## config.mk

```make
export PLATFORM = sky130hd
export DESIGN_NAME = avl_bus_arbiter
export DESIGN_NICKNAME = d
export VERILOG_FILES = /design/src/rtl/avl_bus_arbiter.sv
export SDC_FILE = /design/constraint.sdc
export NUM_CORES = 1
export LEC_CHECK = 0
export ABC_AREA = 1
export BUFFER_PORTS_ARGS = -buffer_cell sky130_fd_sc_hd__buf_2
export CORE_UTILIZATION = 50
export DETAILED_ROUTE_END_ITERATION = 12
export MAX_ROUTING_LAYER = met4
export PLACE_DENSITY = 0.75
export SYNTH_ARGS = -nofsm -noshare
export SYNTH_HDL_FRONTEND = slang
export SYNTH_SLANG_ARGS = --single-unit
```

## constraint.sdc

```tcl
create_clock -name clk -period 1.5 [get_ports clk]
set_input_delay 0.225 -clock clk [delete_from_list [all_inputs] [get_ports clk]]
set_output_delay 0.225 -clock clk [all_outputs]
set_load 0.01 [all_outputs]
```

## src/rtl/avl_bus_arbiter.sv

```systemverilog
// Single-owner bus arbiter: fixed-priority or round-robin selection, grant held until done.
// Optional lock watchdog enabled by defining AVL_BUS_ARB_TIMEOUT_EN.
module avl_bus_arbiter #(
  parameter int MASTER_NUM = 4,
  parameter int ARB_MODE   = 1,
  parameter int TIMEOUT    = 255,
  localparam int IDXW      = (MASTER_NUM > 1) ? $clog2(MASTER_NUM) : 1
) (
  input  logic                  clk,
  input  logic                  rst,
  input  logic [MASTER_NUM-1:0] req,
  input  logic                  done,
  output logic [MASTER_NUM-1:0] grant,
  output logic [IDXW-1:0]       grant_idx,
  output logic                  grant_valid,
  output logic                  timeout
);

  localparam logic [0:0] ST_IDLE   = 1'b0;
  localparam logic [0:0] ST_LOCKED = 1'b1;

  logic [0:0]            state_q, state_d;
  logic [MASTER_NUM-1:0] grant_q, grant_d;
  logic [IDXW-1:0]       grant_idx_q, grant_idx_d;
  logic [IDXW-1:0]       last_idx_q, last_idx_d;
  logic [IDXW-1:0]       win_idx;
  logic [IDXW-1:0]       cand;
  logic                  win_found;

`ifdef AVL_BUS_ARB_TIMEOUT_EN
  logic [15:0] cnt_q, cnt_d;
  logic        timeout_q, timeout_d;
`endif

  // Loops run from the far end so the last assignment is the winning candidate.
  always_comb begin
    win_idx   = '0;
    win_found = 1'b0;
    cand      = '0;
    if (ARB_MODE == 0) begin
      for (int i = MASTER_NUM - 1; i >= 0; i--) begin
        if (req[i]) begin
          win_idx   = IDXW'(i);
          win_found = 1'b1;
        end
      end
    end else begin
      for (int off = MASTER_NUM; off >= 1; off--) begin
        cand = IDXW'((int'(last_idx_q) + off) % MASTER_NUM);
        if (req[cand]) begin
          win_idx   = cand;
          win_found = 1'b1;
        end
      end
    end
  end

  always_comb begin
    state_d     = state_q;
    grant_d     = grant_q;
    grant_idx_d = grant_idx_q;
    last_idx_d  = last_idx_q;
`ifdef AVL_BUS_ARB_TIMEOUT_EN
    cnt_d       = cnt_q;
    timeout_d   = 1'b0;
`endif
    case (state_q)
      ST_IDLE: begin
`ifdef AVL_BUS_ARB_TIMEOUT_EN
        cnt_d = '0;
`endif
        if (win_found) begin
          state_d     = ST_LOCKED;
          grant_d     = MASTER_NUM'(1) << win_idx;
          grant_idx_d = win_idx;
          last_idx_d  = win_idx;
        end
      end
      ST_LOCKED: begin
        if (done) begin
          state_d = ST_IDLE;
          grant_d = '0;
        end
`ifdef AVL_BUS_ARB_TIMEOUT_EN
        // Count equals TIMEOUT-1 on the edge that closes the TIMEOUT-th locked cycle.
        else if (cnt_q == 16'(TIMEOUT - 1)) begin
          state_d   = ST_IDLE;
          grant_d   = '0;
          timeout_d = 1'b1;
        end else begin
          cnt_d = cnt_q + 16'd1;
        end
`endif
      end
      default: begin
        state_d = ST_IDLE;
        grant_d = '0;
      end
    endcase
  end

  // NOTE: state registers use non-blocking assignments so every flop samples pre-edge values.
  always_ff @(posedge clk or posedge rst) begin
    if (rst) begin
      state_q     <= ST_IDLE;
      grant_q     <= '0;
      grant_idx_q <= '0;
      last_idx_q  <= IDXW'(MASTER_NUM - 1);
    end else begin
      state_q     <= state_d;
      grant_q     <= grant_d;
      grant_idx_q <= grant_idx_d;
      last_idx_q  <= last_idx_d;
    end
  end

`ifdef AVL_BUS_ARB_TIMEOUT_EN
  always_ff @(posedge clk or posedge rst) begin
    if (rst) begin
      cnt_q     <= '0;
      timeout_q <= 1'b0;
    end else begin
      cnt_q     <= cnt_d;
      timeout_q <= timeout_d;
    end
  end
  assign timeout = timeout_q;
`else
  assign timeout = 1'b0;
`endif

  assign grant       = grant_q;
  assign grant_idx   = grant_idx_q;
  assign grant_valid = (state_q == ST_LOCKED);

endmodule

```

==> metrics.csv <==
stage,metric,value,unit
timing,period utilisation layout,108,%
floorplanning,starting density of the core,56.1,%
clock_tree,clock root buffer,sky130_fd_sc_hd__clkbuf_4,
clock_tree,clock insertion delay at the later pin of the skew report,280,ps
route,remaining routing DRC violations,0,
worst_setup_path,data arrival time of the critical path,1830,ps
route,via count,709,
clock_tree,clock transition at the registers of the reported paths,50,ps
route,per-cell routed wire length,16.0,um
finish,"most common cell after layout, fill and taps aside",sky130_fd_sc_hd__nand2_1,
finish,fraction of final layout cells with drive strength greater than 1,59.3,%
hold_path,instance count along the most critical hold path,2,
power_and_ir_drop,leak pwr,0.556,nW
finish,final non-filler cell area,977,um2
placed_design,final weighted congestion in routability-driven placement,0.869,
run,max-cap violations,0,
logic_synthesis,number of warning messages in the yosys log,0,
worst_setup_path,CP max FO,7,
route,Vias/cell,5.37,
timing,Final Max Slew Viols,0,
placed_design,number of buffer cells added on primary ports,13,
clock_tree,CTS tree,yes,
timing,final worst path period need,1620,ps
finish,layout overhead on the synthesized area,50.8,%
power_and_ir_drop,power per unit of standard cell area,2500,nW/um2
grt,overall fraction of global-route tracks in use,28.1,%
logic_synthesis,per-instance average area after synthesis,6.97,um2
clock_tree,H-Tree Level Count,1,
worst_setup_path,required time of the critical path,1710,ps
floorplanning,Die Span X,38.0,um
run_status,violated checks,setup timing,
logic_synthesis,top area cells in the synthesized netlist,"sky130_fd_sc_hd__dfrtp_1 27%, sky130_fd_sc_hd__nand2_1 21%, sky130_fd_sc_hd__nand2_2 11%, sky130_fd_sc_hd__nand3_1 9.3%, sky130_fd_sc_hd__dfstp_2 8.1%",
placed_design,DP Wirelength,1080,um
timing,RSZ-0062 raised after global routing,true,
logic_synthesis,Mapped Area,648,um2
power_and_ir_drop,Clock Power Share,8.0,%
worst_setup_path,nature of the critical path startpoint,flip-flop,
power_and_ir_drop,register share of total power,19.5,%
logic_synthesis,Synth cell types,18,
timing,Fmax achieved,616,MHz
worst_setup_path,element type at the critical path end,flip-flop,
finish,register area,228,um2
floorplanning,area enclosed by the die boundary,1440,um2
floorplanning,Row Count,12,
clock_tree,CTS max path bufs,2,
finish,number of antenna cells inserted,0,
grt,vias in the first global route,607,
floorplanning,area of the core region,1160,um2
floorplanning,floorplan die height,38.0,um
clock_tree,clock buffers created by TritonCTS,3,
grt,largest net degree at the start of global routing,10,
grt,gr ovfl total,0,
grt,first-pass GRT wire length,2570,um
finish,fill cell count,65,
route,number of search-and-repair iterations in the first detailed-routing pass,4,
timing,final hold violations,0,
logic_synthesis,post-synthesis sequential area ratio,35.1,%
route,total wire length after detailed routing,2110,um
logic_synthesis,Cells after Synth,93,
finish,most frequent cells in the layout,"20 x sky130_fd_sc_hd__nand2_1, 19 x sky130_fd_sc_hd__nand2_2, 13 x sky130_fd_sc_hd__buf_2",
placed_design,area post-placement,727,um2
worst_setup_path,worst reg-to-reg path cell count,9,
power_and_ir_drop,highest ir drop seen on vdd,1.68,mV
timing,clock skew after layout,7.67,ps
logic_synthesis,fraction of synthesized cell area taken by the top area cell type,27.0,%
logic_synthesis,total of flip-flops plus latches after synthesis,9,
logic_synthesis,largest area contributor in the synthesized netlist,sky130_fd_sc_hd__dfrtp_1,
logic_synthesis,number of nets produced by synthesis,100,
hold_path,worst min-delay path class,input pin to flip-flop,
finish,number of nets in the finished design,126,
timing,final worst setup slack,-123,ps
timing,Setup Viol. Count Final,9,
route,Iteration-0 DRC Markers,31,
power_and_ir_drop,combinational share of power,72.5,%
power_and_ir_drop,share of total power consumed by net switching,52.6,%
run_status,status,"finished, violations left",
finish,area taken by multi-input logic gates,489,um2
clock_tree,clock sinks,9,
power_and_ir_drop,cell-internal power,1.16,mW
power_and_ir_drop,switching power summed over all nets,1.28,mW
grt,number of antenna violations at the first check in global routing,0,
timing,Total Neg Setup Slack,-841,ps
route,DRT antenna net count,0,
floorplanning,count of boundary I/O pins,15,
worst_setup_path,classification of the worst setup path,flip-flop to flip-flop,
-- stage by stage --
| step | util (%) | setup WS, ps | power, mW | hold slack (ps) | instances |
|---|---|---|---|---|---|
| 2_1_floorplan | - | 105 | 1.39 | 51.5 | 93 |
| 6_report | 84.5 | -123 | 2.44 | 172 | 132 |
| 3_3_place_gp | 62.9 | -42.6 | 1.63 | 190 | 120 |
| 5_1_grt | 84.5 | -177 | 2.60 | 167 | 132 |
| 3_5_place_dp | 62.9 | -83.8 | 1.65 | 204 | 120 |
| 4_1_cts | 71.0 | -14.5 | 1.97 | 160 | 130 |
-- timing repair --
action                                 in CTS  in global routing
pin swaps                                   3                 16
setup endpoints to repair                   9                  9
hold buffers                                1                  0
endpoints found under the hold margin       7                  0
gates resized for setup                     6                 37
buffers inserted                            5                  2
-- sequential cells by signal (all words and copies together), names as in the netlist --
signal,cells
grant,4
grant_idx,2
grant_valid,1
last_idx_q,2
-- worst paths after layout --
path / from / endpoint / slack, ps
min in group asynchronous: rst / grant[3] / 440
setup / recovery: last_idx_q[0] / grant[2] / -120
max in group asynchronous: rst / last_idx_q[0] / 760
hold / removal: done / grant_valid / 170
setup reg to reg: last_idx_q[0] / grant[2] / -120
hold reg to reg: grant_idx[0] / grant_idx[0] / 490
-- power groups by stage --
stage	clock network, mW	logic, mW	registers, mW
5_1_grt	0.207	1.91	0.483
6_report	0.196	1.77	0.475
4_1_cts	0.191	1.33	0.446
3_3_place_gp	0	1.15	0.481
2_1_floorplan	0	0.930	0.465
3_5_place_dp	0	1.17	0.482
-- cell families (layout without fill, tap and decap cells) --
logic type | Yosys count | count (layout) | share of synthesized area (%)
other | 1 | 1 | 0.579
flip-flops | 9 | 9 | 35.1
buffers and inverters | 16 | 41 | 12.5
AND/OR/NAND/NOR | 62 | 62 | 44.6
AO/OA/AOI/OAI | 5 | 5 | 7.14
-- worst max-delay path, stage by stage, from the launching register on --
cell and delay [ps]:
sky130_fd_sc_hd__dfstp_2 580, sky130_fd_sc_hd__buf_6 140, sky130_fd_sc_hd__nand2_4 70, sky130_fd_sc_hd__nand2_4 90, sky130_fd_sc_hd__nand2_4 60, sky130_fd_sc_hd__nor3_4 230
sky130_fd_sc_hd__nor2_4 100, sky130_fd_sc_hd__inv_4 120, sky130_fd_sc_hd__nand3_2 80, sky130_fd_sc_hd__nand2_1 80
-- routing by layer --
layer,global-route usage [%],vias up,share of wire [%]
met5,-,-,0
li1,-,336,-
met4,13.4,0,1.9
met1,31.1,338,40
met2,46.1,30,52
met3,8.72,5,5.4
-- final cells by class --
type | instances | area share (%)
Sequential cell | 9 | 23.3
Tap cell | 14 | 1.79
Multi-Input combinational cell | 68 | 50.1
Clock buffer | 4 | 2.69
Inverter | 14 | 6.40
Timing Repair Buffer | 23 | 15.7
-- cells in the mapped netlist --
library cell,instances
sky130_fd_sc_hd__dfstp_2,2
sky130_fd_sc_hd__o21ai_0,1
sky130_fd_sc_hd__buf_4,1
sky130_fd_sc_hd__inv_4,1
sky130_fd_sc_hd__nor2_4,1
sky130_fd_sc_hd__buf_6,1
sky130_fd_sc_hd__o21ai_1,1
sky130_fd_sc_hd__o21ai_2,2
sky130_fd_sc_hd__conb_1,1
sky130_fd_sc_hd__inv_1,11
sky130_fd_sc_hd__nand3_1,12
sky130_fd_sc_hd__a21boi_4,1
sky130_fd_sc_hd__nand2_2,11
sky130_fd_sc_hd__dfrtp_1,7
sky130_fd_sc_hd__inv_2,1
sky130_fd_sc_hd__inv_8,1
sky130_fd_sc_hd__nor3_2,1
sky130_fd_sc_hd__nand2_1,37
Note: power is estimated with default switching activity, not from simulation.
